$ cat src/rtl/dtl_pkg.sv
// Shared DTL definitions: master FSM state encoding and command direction constants.
package dtl_pkg;

  typedef enum logic [1:0] {
    ST_IDLE  = 2'd0,
    ST_CMD   = 2'd1,
    ST_WRITE = 2'd2,
    ST_READ  = 2'd3
  } dtl_state_t;

  localparam logic DTL_READ  = 1'b1;
  localparam logic DTL_WRITE = 1'b0;

endpackage

$ cat src/rtl/dtl_master.sv
// DTL burst master: accepts one client request, issues the DTL command, then
// streams write beats from the client or read beats back to it.
module dtl_master
  import dtl_pkg::*;
#(
  parameter int INTERFACE_WIDTH       = 32,
  parameter int INTERFACE_ADDR_WIDTH  = 32,
  parameter int INTERFACE_BLOCK_WIDTH = 5
) (
  input  logic                              iClk,
  input  logic                              iReset,
  input  logic                              iReqValid,
  output logic                              oReqAccept,
  input  logic                              iReqReadWrite,
  input  logic [INTERFACE_ADDR_WIDTH-1:0]   iReqAddress,
  input  logic [INTERFACE_BLOCK_WIDTH-1:0]  iReqBlockSize,
  input  logic                              iWrValid,
  output logic                              oWrAccept,
  input  logic [INTERFACE_WIDTH-1:0]        iWrData,
  input  logic [INTERFACE_WIDTH/8-1:0]      iWrEnable,
  output logic                              oRdValid,
  input  logic                              iRdAccept,
  output logic [INTERFACE_WIDTH-1:0]        oRdData,
  output logic                              oRdLast,
  output logic                              oDTL_CommandValid,
  input  logic                              iDTL_CommandAccept,
  output logic [INTERFACE_ADDR_WIDTH-1:0]   oDTL_Address,
  output logic                              oDTL_CommandReadWrite,
  output logic [INTERFACE_BLOCK_WIDTH-1:0]  oDTL_BlockSize,
  input  logic                              iDTL_ReadValid,
  input  logic                              iDTL_ReadLast,
  output logic                              oDTL_ReadAccept,
  input  logic [INTERFACE_WIDTH-1:0]        iDTL_ReadData,
  output logic                              oDTL_WriteValid,
  output logic                              oDTL_WriteLast,
  input  logic                              iDTL_WriteAccept,
  output logic [INTERFACE_WIDTH/8-1:0]      oDTL_WriteEnable,
  output logic [INTERFACE_WIDTH-1:0]        oDTL_WriteData
);

  dtl_state_t                       state_q, state_d;
  logic [INTERFACE_ADDR_WIDTH-1:0]  addr_q, addr_d;
  logic                             rw_q, rw_d;
  logic [INTERFACE_BLOCK_WIDTH-1:0] size_q, size_d;
  logic [INTERFACE_BLOCK_WIDTH-1:0] cnt_q, cnt_d;
  logic                             rd_last;

  always_ff @(posedge iClk or posedge iReset) begin
    if (iReset) begin
      state_q <= ST_IDLE;
      addr_q  <= '0;
      rw_q    <= 1'b0;
      size_q  <= '0;
      cnt_q   <= '0;
    end else begin
      state_q <= state_d;
      addr_q  <= addr_d;
      rw_q    <= rw_d;
      size_q  <= size_d;
      cnt_q   <= cnt_d;
    end
  end

  // Command fields come straight from the request registers; the target owns address increment.
  assign oDTL_Address          = addr_q;
  assign oDTL_CommandReadWrite = rw_q;
  assign oDTL_BlockSize        = size_q;

  always_comb begin
    state_d           = state_q;
    addr_d            = addr_q;
    rw_d              = rw_q;
    size_d            = size_q;
    cnt_d             = cnt_q;
    rd_last           = 1'b0;
    oReqAccept        = 1'b0;
    oDTL_CommandValid = 1'b0;
    oDTL_WriteValid   = 1'b0;
    oDTL_WriteLast    = 1'b0;
    oDTL_WriteData    = '0;
    oDTL_WriteEnable  = '0;
    oWrAccept         = 1'b0;
    oRdValid          = 1'b0;
    oRdData           = '0;
    oRdLast           = 1'b0;
    oDTL_ReadAccept   = 1'b0;

    case (state_q)
      ST_IDLE: begin
        // Held low while reset is asserted so nothing is accepted during reset.
        oReqAccept = ~iReset;
        if (iReqValid) begin
          addr_d  = iReqAddress;
          rw_d    = iReqReadWrite;
          size_d  = iReqBlockSize;
          cnt_d   = iReqBlockSize;
          state_d = ST_CMD;
        end
      end
      ST_CMD: begin
        oDTL_CommandValid = 1'b1;
        if (iDTL_CommandAccept)
          state_d = (rw_q == DTL_READ) ? ST_READ : ST_WRITE;
      end
      ST_WRITE: begin
        oDTL_WriteValid  = iWrValid;
        oWrAccept        = iDTL_WriteAccept;
        oDTL_WriteData   = iWrData;
        oDTL_WriteEnable = iWrEnable;
        oDTL_WriteLast   = (cnt_q == '0);
        if (iWrValid && iDTL_WriteAccept) begin
          if (cnt_q == '0) state_d = ST_IDLE;
          else             cnt_d   = cnt_q - 1'b1;
        end
      end
      ST_READ: begin
        // An early target last ends the burst even if beats remain.
        rd_last         = (cnt_q == '0) | iDTL_ReadLast;
        oRdValid        = iDTL_ReadValid;
        oDTL_ReadAccept = iRdAccept;
        oRdData         = iDTL_ReadData;
        oRdLast         = rd_last;
        if (iDTL_ReadValid && iRdAccept) begin
          if (rd_last) state_d = ST_IDLE;
          else         cnt_d   = cnt_q - 1'b1;
        end
      end
      default: state_d = ST_IDLE;
    endcase
  end

endmodule

$ cat config.mk
export PLATFORM = sky130hd
export DESIGN_NAME = dtl_master
export DESIGN_NICKNAME = d
export VERILOG_FILES = /design/src/rtl/dtl_pkg.sv /design/src/rtl/dtl_master.sv
export SDC_FILE = /design/constraint.sdc
export NUM_CORES = 1
export LEC_CHECK = 0
export CAP_MARGIN = 20
export CORE_UTILIZATION = 33
export DETAILED_ROUTE_END_ITERATION = 10
export HOLD_SLACK_MARGIN = 0.08
export PLACE_DENSITY = 0.83
export RECOVER_POWER = 100
export SLEW_MARGIN = 30
export SYNTH_ARGS = -nofsm -noshare
export SYNTH_HDL_FRONTEND = slang
export SYNTH_SLANG_ARGS = --single-unit
$ cat constraint.sdc
create_clock -name iClk -period 3.2 [get_ports iClk]
set_clock_uncertainty 0.05 [all_clocks]
set_input_delay 0.64 -clock iClk [delete_from_list [all_inputs] [get_ports iClk]]
set_output_delay 0.64 -clock iClk [all_outputs]
set_load 0.1 [all_outputs]
* Word-level counts from Yosys, hierarchy flattened
Cells that the tools add are included.
** Storage, ports and cells
- Bits of input ports :: 115
- Logic and storage cells :: 52
- Flip-flop bits (word level) :: 45
** Operators by class
- Reduce and logical (&&, ||, !) cells :: 8
- Eq/ne operators :: 11
- Bitwise logic cells :: 2
- Muxes and demuxes :: 25
- Add/sub/neg operators :: 1
** Operator list (count)
- $mux 32 :: 2
- $mux 5 :: 5
- $ne 2x2->1 const B :: 8
- $pmux 5 s3 :: 1
- $mux 2 :: 6
- $reduce_and 6->1 :: 2
- $mux 1 :: 9
- $pmux 2 s4 :: 1
- $logic_not 5->1 :: 1
- $sub 5x1->5 const B :: 1
- $eq 2x2->1 const B :: 2
- $mux 4 :: 1
- $reduce_bool 3->1 :: 1
- $eq 2x1->1 const B :: 1
- $logic_and 1x1->1 :: 2
- $logic_not 2->1 :: 1
- $reduce_and 2->1 :: 1
- $not 1->1 :: 1
- $or 1x1->1 :: 1

* Longest topological paths before layout
- Depth after elaboration :: 5
- Gate-level depth with buffers :: 6
- Depth with buffers taken out :: 6

* Worst setup path before layout
No wires, ideal clock.
- Kind :: reg-to-output
- From :: register cnt_q[0]
- To :: output oDTL_WriteLast
- Setup slack :: -655 ps
- Required time :: 2510 ps
- Data arrival time :: 3165 ps
- Stages on the path, launching flop included :: 5
- Buffers on the path :: 0
- Path through :: dfrtp_1 inv_1 ha_1 or4b_1 nor3_1
** Between the ends
- Word-level cells in the longest chain between the ends :: 2
** RTL lines
- start: declaration :: line dtl_master.sv:45 : logic [INTERFACE_BLOCK_WIDTH-1:0] cnt_q, cnt_d;
- start signal: assignment :: line dtl_master.sv:60 : cnt_q <= cnt_d;
- $logic_not 5->1 :: line dtl_master.sv:110 : oDTL_WriteLast = (cnt_q == '0);
- $mux 1 :: line dtl_master.sv:88 : case (state_q)
- end: declaration :: line dtl_master.sv:35 : output logic oDTL_WriteLast,
Every way passes these cells.

* Worst setup path in the final report
- From :: register state_q[1]
- To :: output oDTL_WriteData[4]
** Between the ends
- Word-level cells in the longest chain between the ends :: 2
** RTL lines
- start: declaration :: line dtl_master.sv:41 : dtl_state_t state_q, state_d;
- start signal: assignment :: line dtl_master.sv:56 : state_q <= state_d;
- $eq 2x2->1 :: line dtl_master.sv:88
- $mux 32 :: line dtl_master.sv:88
- end: declaration :: line dtl_master.sv:38 : output logic [INTERFACE_WIDTH-1:0] oDTL_WriteData
Every way passes these cells.

==> impl_metrics.json <==
{
  "finalCriticalPeriod_ns": 2.829,
  "initial_utilization_pct": 34.04,
  "num_rows": 31,
  "synth-xor-area-share_pct": 0,
  "post-route-util_pct": 61.50,
  "drt_iter0_markers": 117,
  "clk_pin_slew_worst_paths_ns": 0.09,
  "period_share_pct": 88.42,
  "worst_hold_path.num_cells": 1,
  "cts_resized": 0,
  "wirelength_um": 9405,
  "synth_top_area_share_pct": 45.85,
  "vias": 2722,
  "gp_congestion": 0.7911,
  "ys.flop_type": "dfrtp_1",
  "cts_setup_buffers": 0,
  "fp.dieW_um": 88.27,
  "drive_above_1_share_pct": 27.47,
  "status": "finished, final reports clean",
  "min_path_type": "flop to flop",
  "antenna_found_initial": 0,
  "overflow": 0,
  "async_flop_share_pct": 100.0,
  "max-cap-violations": 0,
  "syn2layout_area_growth_pct": 80.64,
  "synth_nets": 351,
  "slew_violations": 0,
  "grt_pass1_wl_um": 13850,
  "required_ns": 2.51,
  "drc": 0,
  "finalHoldViolCount": 0,
  "fill_cells": 686,
  "placed_area_mm2": 0.005151,
  "synth_area_leader_cell": "dfrtp_1",
  "grt_pass1_vias": 2634,
  "grt_max_degree": 48,
  "synth-simple-area-share_pct": 24.04,
  "cts_buffers": 5,
  "critPathMostFrequentCell": "clkbuf_2",
  "htreeDepth": 2,
  "max_freq_ghz": 0.3534,
  "netlist_top_cells_area": "dfrtp_1 (46%), and3_1 (18%), mux2_2 (17%)",
  "startpoint_type": "flop",
  "critical_path.max_fanout": 36,
  "crit_family": "buffers and inverters",
  "setup_violations": 0,
  "setup-tns-final_ns": 0,
  "synthAdderAreaFrac_pct": 0.5094,
  "endpoint_kind": "output port",
  "cpPeakStageDelay_ns": 0.65,
  "die_area_mm2": 0.007792,
  "clockBufferDepth": 2,
  "synth_edf_count": 0,
  "synth_top_family_by_area": "simple AND/OR/NAND/NOR gates",
  "seqCellArea_mm2": 0.001127,
  "clock_latency_ns": 0.29,
  "viasPerCell": 4.913,
  "port_buffers": 228,
  "stdcell_area_mm2": 0.004437,
  "fp.dieH_um": 88.27,
  "postCtsHoldBufs": 0,
  "tightest_slew_ns": 1.275,
  "synthMuxAreaShare_pct": 17.78,
  "clock-root-buffer": "clkbuf_8",
  "cp.arrival_ns": 2.14,
  "grt_setup_unrepaired": "false",
  "nets": 570,
  "critPathBufInv": 2,
  "diodes": 0,
  "synth-seq-cells": 45,
  "ios": 229,
  "netlist_area_mm2": 0.002456,
  "worst-path-stages": 3,
  "first_pass_iters": 4,
  "syn_avg_cell_area_um2": 10.45,
  "ys_warn_count": 0,
  "numClockSinks": 45,
  "crit_slowest_cell": "dfrtp_2",
  "dp_hpwl_um": 7619,
  "relSlewSlack_pct": 15.38,
  "cts_tree": "yes",
  "worstSetupPathType": "flop to output port",
  "multi_input_area_mm2": 0.001194,
  "syn_inst": 235,
  "ys_types": 34,
  "ys_seq_area_share_pct": 45.85,
  "rr_worst_depth": 4,
  "floorplan.core_area_mm2": 0.007214,
  "antenna_left": 0,
  "grt_usage_pct": 23.34,
  "avgRoutedWirePerCell_um": 16.98,
  "crit_chain": "clkbuf_2 > and3_1 > clkbuf_2",
  "synth_compound_area_share_pct": 6.368
}
## per-stage QoR
step	setup slack [ns]	cells	hold WS (ns)
5_1_grt	0.2038	554	0.4785
3_3_place_gp	0.8292	546	0.4418
3_5_place_dp	0.7807	546	0.4471
6_report	0.3706	554	0.4629
4_1_cts	0.5190	554	0.4677
2_1_floorplan	0.1778	235	0.4367
## cells by family (layout without fill, tap and decap cells)
logic type,count (synthesis),in the layout
and+or+nand+nor,95,95
DFF,45,45
muxes,39,39
buffers and inverters,32,252
AOI/OAI and AO/OA,23,23
adders and majority gates,1,1
## layout make-up
cell class | instances | area share [%]
timing repair buffer | 235 | 42.02
tap | 99 | 2.792
inverter | 9 | 0.7614
clock buffer | 5 | 1.551
sequential | 45 | 25.41
multi-input combinational | 158 | 26.90
clock inverter | 3 | 0.5640
## flip-flops by register name (all words and copies together) (netlist names)
| register | flops |
|---|---|
| cnt_q | 5 |
| oDTL_Address | 32 |
| oDTL_BlockSize | 5 |
| oDTL_CommandReadWrite | 1 |
| state_q | 2 |
## layout by cell type, fill, tap and decap left out, types with 3 or more instances in the layout
cell             netlist  final
inv_1                  9      9
mux2_2                37     36
clkbuf_8               0      5
nand2_1                8      8
o21ai_0                7      7
clkdlybuf4s50_1        0    112
clkbuf_2               0     63
a221o_1                3      3
a21oi_1                4      4
buf_4                  0      5
and3_1                72     72
buf_12                 0     10
clkbuf_1              17     42
dfrtp_1               45     44
## metal layers
| metal | vias to the layer above | routed length (um) | GRT usage [%] | part of all wire [%] |
|---|---|---|---|---|
| li1 | 1288 | - | - | - |
| met3 | 22 | 832 | 7.276 | 8.8 |
| met4 | 0 | 239 | 7.331 | 2.5 |
| met1 | 1284 | 3599 | 27.20 | 38 |
| met2 | 128 | 4733 | 40.98 | 50 |
| met5 | - | 0 | 0 | 0 |
## worst paths after layout
| path | startpoint | to | slack (ns) |
|---|---|---|---|
| worst max-delay path | state_q[1] | oDTL_WriteData[4] | 0.37 |
| worst min-delay path | oDTL_Address[8] | oDTL_Address[8] | 0.46 |
| worst max register to register | state_q[0] | oDTL_Address[7] | 0.71 |
| worst min register to register | oDTL_Address[8] | oDTL_Address[8] | 0.46 |
| max in group asynchronous | iReset | oDTL_Address[30] | 1.04 |
| min in group asynchronous | iReset | oDTL_Address[4] | 1.01 |
## cell usage after synthesis (all sizes together), types with 2 or more instances
cell type / instances
mux2: 37
inv: 9
and3: 72
clkbuf: 17
nor2: 2
buf: 6
dfrtp: 45
mux2i: 2
nand2: 8
nand3b: 2
a221o: 3
a21oi: 4
o21ai: 7
nor3: 3
Power is not shown: default switching activity piles up to over one toggle a cycle in this logic, so the estimate is an artifact.
